$ cat src/rtl/video_pkg.sv
// Shared video constants: 640x480@60 timing and frame buffer geometry.
// Used by the scanout, the renderer and the frame buffer.
package video_pkg;
  localparam int H_ACTIVE  = 640;
  localparam int H_FP      = 16;
  localparam int H_SYNC    = 96;
  localparam int H_BP      = 48;
  localparam int V_ACTIVE  = 480;
  localparam int V_FP      = 10;
  localparam int V_SYNC    = 2;
  localparam int V_BP      = 33;
  localparam bit SYNC_POL  = 1'b0;

  localparam int H_TOTAL   = H_ACTIVE + H_FP + H_SYNC + H_BP;
  localparam int V_TOTAL   = V_ACTIVE + V_FP + V_SYNC + V_BP;

  localparam int FB_ADDR_W = 19;
  localparam int FB_DEPTH  = H_ACTIVE * V_ACTIVE;

  // Counter width, enough for any mode up to 4095 clocks/lines.
  localparam int CNT_W     = 12;

  typedef logic [FB_ADDR_W-1:0] fb_addr_t;
  typedef logic [CNT_W-1:0]     cnt_t;

  // Control bits travelling alongside the read data.
  typedef struct packed {
    logic hs;
    logic vs;
    logic de;
    logic fs;
  } vid_ctl_t;
endpackage

$ cat src/rtl/video_timing.sv
// Raster h/v counters with sync/active flags and frame strobes.
// Ports: clk, rst_n, ce in; active, hs_on, vs_on, sof, eof, vbs out.
module video_timing
  import video_pkg::*;
#(
  parameter int H_ACT = video_pkg::H_ACTIVE,
  parameter int H_F   = video_pkg::H_FP,
  parameter int H_S   = video_pkg::H_SYNC,
  parameter int H_B   = video_pkg::H_BP,
  parameter int V_ACT = video_pkg::V_ACTIVE,
  parameter int V_F   = video_pkg::V_FP,
  parameter int V_S   = video_pkg::V_SYNC,
  parameter int V_B   = video_pkg::V_BP
) (
  input  logic clk,
  input  logic rst_n,
  input  logic ce,
  output logic active,
  output logic hs_on,
  output logic vs_on,
  output logic sof,
  output logic eof,
  output logic vbs
);
  localparam int HT  = H_ACT + H_F + H_S + H_B;
  localparam int VT  = V_ACT + V_F + V_S + V_B;
  localparam int HS0 = H_ACT + H_F;
  localparam int HS1 = H_ACT + H_F + H_S;
  localparam int VS0 = V_ACT + V_F;
  localparam int VS1 = V_ACT + V_F + V_S;

  cnt_t h_q, h_d;
  cnt_t v_q, v_d;
  logic h_end, v_end;

  assign h_end = (h_q == CNT_W'(HT - 1));
  assign v_end = (v_q == CNT_W'(VT - 1));

  always_comb begin
    h_d = h_q;
    v_d = v_q;
    if (ce) begin
      if (h_end) begin
        h_d = '0;
        v_d = v_end ? '0 : v_q + 1'b1;
      end else begin
        h_d = h_q + 1'b1;
      end
    end
  end

  always_ff @(posedge clk or negedge rst_n) begin
    if (!rst_n) begin
      h_q <= '0;
      v_q <= '0;
    end else begin
      h_q <= h_d;
      v_q <= v_d;
    end
  end

  assign active = (h_q < CNT_W'(H_ACT)) &&
                  (v_q < CNT_W'(V_ACT));
  assign hs_on  = (h_q >= CNT_W'(HS0)) &&
                  (h_q <  CNT_W'(HS1));
  assign vs_on  = (v_q >= CNT_W'(VS0)) &&
                  (v_q <  CNT_W'(VS1));
  assign sof    = (h_q == '0) && (v_q == '0);
  assign eof    = h_end && v_end;
  // First clock of vertical blanking: the only legal swap point.
  assign vbs    = (h_q == '0) &&
                  (v_q == CNT_W'(V_ACT));
endmodule

$ cat src/rtl/frame_scanout.sv
// Frame buffer read master: raster addressing, sync/data alignment
// and tear-free buffer swap arbitration at the start of vblank.
module frame_scanout
  import video_pkg::*;
#(
  parameter int H_ACTIVE = video_pkg::H_ACTIVE,
  parameter int H_FP     = video_pkg::H_FP,
  parameter int H_SYNC   = video_pkg::H_SYNC,
  parameter int H_BP     = video_pkg::H_BP,
  parameter int V_ACTIVE = video_pkg::V_ACTIVE,
  parameter int V_FP     = video_pkg::V_FP,
  parameter int V_SYNC   = video_pkg::V_SYNC,
  parameter int V_BP     = video_pkg::V_BP,
  parameter bit SYNC_POL = video_pkg::SYNC_POL
) (
  input  logic                 clk,
  input  logic                 rst_n,
  input  logic                 ce,
  output logic [FB_ADDR_W-1:0] rd_addr,
  input  logic                 rd_data,
  output logic                 swap,
  input  logic                 swap_req,
  output logic                 swap_done,
  output logic                 hsync,
  output logic                 vsync,
  output logic                 de,
  output logic                 pixel,
  output logic                 frame_start
);
  localparam int       DEPTH = H_ACTIVE * V_ACTIVE;
  localparam fb_addr_t LAST  = FB_ADDR_W'(DEPTH - 1);

  logic active, hs_on, vs_on, sof, eof, vbs;

  video_timing #(
    .H_ACT(H_ACTIVE), .H_F(H_FP),
    .H_S(H_SYNC),     .H_B(H_BP),
    .V_ACT(V_ACTIVE), .V_F(V_FP),
    .V_S(V_SYNC),     .V_B(V_BP)
  ) u_timing (
    .clk    (clk),
    .rst_n  (rst_n),
    .ce     (ce),
    .active (active),
    .hs_on  (hs_on),
    .vs_on  (vs_on),
    .sof    (sof),
    .eof    (eof),
    .vbs    (vbs)
  );

  fb_addr_t addr_q, addr_d;
  vid_ctl_t s1_q, s1_d;
  logic     hsync_q, hsync_d;
  logic     vsync_q, vsync_d;
  logic     de_q, de_d;
  logic     pixel_q, pixel_d;
  logic     fs_q, fs_d;
  logic     pend_q, pend_d;
  logic     fire;

  // Same-cycle requests at the swap point are honoured too.
  assign fire = ce & vbs & (pend_q | swap_req);

  always_comb begin
    addr_d  = addr_q;
    s1_d    = s1_q;
    hsync_d = hsync_q;
    vsync_d = vsync_q;
    de_d    = de_q;
    pixel_d = pixel_q;
    fs_d    = fs_q;
    pend_d  = pend_q;
    if (ce) begin
      // Saturate on the last pixel; blanking holds the address.
      if (eof) begin
        addr_d = '0;
      end else if (active && (addr_q != LAST)) begin
        addr_d = addr_q + 1'b1;
      end
      s1_d    = '{hs: hs_on, vs: vs_on,
                  de: active, fs: sof};
      hsync_d = s1_q.hs ? SYNC_POL : ~SYNC_POL;
      vsync_d = s1_q.vs ? SYNC_POL : ~SYNC_POL;
      de_d    = s1_q.de;
      pixel_d = s1_q.de & rd_data;
      fs_d    = s1_q.fs;
      pend_d  = fire ? 1'b0 : (pend_q | swap_req);
    end
  end

  always_ff @(posedge clk or negedge rst_n) begin
    if (!rst_n) begin
      addr_q  <= '0;
      s1_q    <= '0;
      hsync_q <= ~SYNC_POL;
      vsync_q <= ~SYNC_POL;
      de_q    <= 1'b0;
      pixel_q <= 1'b0;
      fs_q    <= 1'b0;
      pend_q  <= 1'b0;
    end else begin
      addr_q  <= addr_d;
      s1_q    <= s1_d;
      hsync_q <= hsync_d;
      vsync_q <= vsync_d;
      de_q    <= de_d;
      pixel_q <= pixel_d;
      fs_q    <= fs_d;
      pend_q  <= pend_d;
    end
  end

  assign rd_addr     = addr_q;
  assign swap        = fire;
  assign swap_done   = fire;
  assign hsync       = hsync_q;
  assign vsync       = vsync_q;
  assign de          = de_q;
  assign pixel       = pixel_q;
  assign frame_start = fs_q;
endmodule

$ cat config.mk
export PLATFORM = sky130hd
export DESIGN_NAME = frame_scanout
export DESIGN_NICKNAME = d
export VERILOG_FILES = /design/src/rtl/video_pkg.sv /design/src/rtl/video_timing.sv /design/src/rtl/frame_scanout.sv
export SDC_FILE = /design/constraint.sdc
export NUM_CORES = 1
export LEC_CHECK = 0
export CORE_AREA = 2 2 96 80
export DETAILED_ROUTE_END_ITERATION = 7
export DIE_AREA = 0 0 98 82
export HOLD_SLACK_MARGIN = 0.02
export PLACE_DENSITY = 0.71
export SLEW_MARGIN = 20
export SYNTH_ARGS = -nofsm -noshare
export SYNTH_HDL_FRONTEND = slang
export SYNTH_SLANG_ARGS = --single-unit
$ cat constraint.sdc
create_clock -name clk -period 2.9 [get_ports clk]
set_clock_uncertainty 0.1 [all_clocks]
set_input_delay 0.435 -clock clk [delete_from_list [all_inputs] [get_ports clk]]
set_output_delay 0.435 -clock clk [all_outputs]
set_load 0.02 [all_outputs]
==> flow_summary.toml <==
[timing]
tightest_slew_ns = 0.953
final_max_slew_viol_count = 0
fmax_mhz = 372
rsz0062_at_grt = "false"
finalHoldViolCount = 0
slew_headroom = 0.365
period_minus_slack_ns = 2.69
finalSetupViolations = 0
fin_crit_sh = 0.927
setup_tns_ns = 0

[floorplanning]
initial_core_util = 0.425
boundaryPins = 31
die_x_um = 98
dieArea_um2 = 8040
num_rows = 28
die_h_um = 82
core_um2 = 7110

[synth]
ys_types = 50
synth-edff-count = 0
synth_commonest_cells = "dfrtp_1, nand2_1, nand4_1, nor2_1"
synthMostInstantiatedCell = "dfrtp_1"
synthFlopType = "dfrtp_1"
synthTopCellsByArea = "dfrtp_1, nand2_1, nand4_1"
yosysSeqAreaShare = 0.440
synthesis.area_um2 = 3020
syn-num-nets = 335
synth_top_area_frac = 0.423
async_flop_share = 1.00
syn_inst = 325
synth_area_per_cell_um2 = 9.29
ys_ff_latch = 53
synth_warnings = 0
synth_area_leader_cell = "dfrtp_1"

[clock_tree]
cts.sinks = 53
postCtsSetupBuffers = 0
clk_path_buf_depth = 2
cts_max_level = 2
cts_made_buffers = 5
cts_hold_buf = 0
cts_root_buffer = "clkbuf_8"
clk_pin_slew_ns = 0.10
insertion_delay_ns = 0.30
cts_tree = "built"

[worst_hold_path]
hp-class = "input port to async pin"

[global_routing]
overflow = 0
grt_pass1_wl_um = 12100
grt_start_max_net_pins = 43
track_usage = 0.187
grt_pass1_vias = 2408
antenna_found_initial = 0

[critical_path]
reg2reg_slack_ns = 0.21
timing.rr.end = "rd_addr[18]$_DFFE_PN0P_"
reg2reg_depth = 6
path_max_fanout = 11
crit_type = "register to register"
reg2reg_from = "rd_addr[1]$_DFFE_PN0P_"
end_kind = "register"
setup.worst_path.start_class = "register"
arrival_ns = 2.79
cp-startpoint = "rd_addr[1]$_DFFE_PN0P_"
critPathRequiredTime_ns = 3.00

[route]
num_vias = 2591
dr.pass1.iters = 4
wire_per_inst_um = 16.2
via_per_inst = 5.82
ant_nets = 0
drt_iter0_markers = 252
drc = 0
routed_wl_um = 7210

[place]
place_area_um2 = 3420
hpwlAfterDp_um = 5160
portBuffers = 30
place.gp.congestion = 0.910

[power]
power_per_cell_area_nw_per_um2 = 528
power_frac_clock = 0.266
p_switching_uw = 599
intPower_uw = 1270
peakVddDrop_mv = 0.250
power_frac_comb = 0.223
swShare = 0.321
leakagePower_uw = 0.00152
seqPwrFrac = 0.512

[finish]
nFillCells = 657
finalNetCount = 364
drive_above_1_share = 0.115
area_growth_pct = 16.9
stdcell_area_um2 = 3530
antenna_cells = 0

[outcome]
status = "finished, final reports clean"

[run]
drv_cap = 0
==> worst max-delay path by stage <==
stage / end / slack [ns] / cells after the start
final: rd_addr[18]$_DFFE_PN0P_ / 0.21 / 6
after global routing: rd_addr[18]$_DFFE_PN0P_ / 0.09 / 6
after CTS: swap_done / 0.23 / 5
after detailed placement: swap_done / 0.26 / 5
after global placement: swap / 0.28 / 5
after floorplan: swap_done / 0.51 / 6
==> cells by family (layout without fill, tap and decap cells) <==
| family | after synthesis | in the layout | share of synthesized area |
|---|---|---|---|
| XOR/XNOR | 11 | 11 | 0.0319 |
| buffers and inverters | 37 | 67 | 0.0530 |
| AND/OR/NAND/NOR | 157 | 157 | 0.304 |
| AO/OA/AOI/OAI | 55 | 55 | 0.125 |
| multiplexers | 7 | 7 | 0.0253 |
| adder cells (fa/ha/maj) | 5 | 5 | 0.0207 |
| flip-flops | 53 | 53 | 0.440 |
==> worst max-delay path: stages (launching register included) <==
cell and delay, ns:
dfrtp_1 0.44, ha_1 0.22, nand3_1 0.22, nor4_2 0.59
and4_1 0.62, nor4_1 0.11, a211o_1 0.28
==> metal layers <==
| metal | global-route usage | part of all wire | vias to the layer above |
|---|---|---|---|
| li1 | - | - | 1259 |
| met1 | 0.278 | 0.51 | 1273 |
| met2 | 0.291 | 0.44 | 54 |
| met3 | 0.0230 | 0.036 | 5 |
| met4 | 0.0458 | 0.0079 | 0 |
| met5 | 0 | 0 | - |
==> state kept, by name, indices dropped and copies added, names as in the netlist <==
signal and count:
rd_addr 19, u_timing.h_q 12, u_timing.v_q 12, s1_q 4
de 1, frame_start 1, hsync 1, pend_q 1
pixel 1, vsync 1
==> area by class of cell <==
cell class              instances  area [um2]  area share
clock buffers                   6        72.6      0.0205
clock inverters                 2        35.0     0.00992
inverters                      17        63.8      0.0181
multi-input cells             235        1540       0.435
flip-flops and latches         53        1330       0.376
well taps                      90         113      0.0319
repair buffers                 42         383       0.108
==> through the flow <==
step	total power (uW)	hold slack [ns]	instances	utilization	setup slack (ns)
after floorplan	1220	0.0394	325	-	0.509
final	1870	0.181	445	0.497	0.211
after global routing	1970	0.252	445	0.497	0.0859
after detailed placement	1380	0.321	437	0.481	0.261
after global placement	1380	0.301	437	0.481	0.278
after CTS	1880	0.200	445	0.497	0.227
==> what timing repair did <==
item | in CTS | in global routing
gates resized for setup | 3 | 0
endpoints found under the hold margin | 0 | 0
setup endpoints to repair | 2 | 0
==> power groups by stage <==
| stage | Sequential (uW) | Combinational [uW] | Clock, uW |
|---|---|---|---|
| 6_report | 955 | 415 | 495 |
| 5_1_grt | 971 | 461 | 540 |
| 4_1_cts | 949 | 417 | 512 |
| 3_5_place_dp | 964 | 415 | 0 |
| 3_3_place_gp | 963 | 412 | 0 |
| 2_1_floorplan | 952 | 263 | 0 |
==> layout by cell type (no fill, tap or decap), types with 7 or more instances in the layout <==
cell	netlist	layout
a211o_1	7	7
nor3_1	10	9
and3_1	8	8
nand3_1	19	19
nand4_1	20	20
inv_1	17	17
nor2_1	20	20
and4_1	7	7
nand2_1	34	34
nor4_1	7	7
buf_4	1	12
o21ai_0	19	19
dfrtp_1	51	51
clkdlybuf4s50_1	0	27
xnor2_1	8	8
Note: power is estimated with default switching activity, not from simulation.
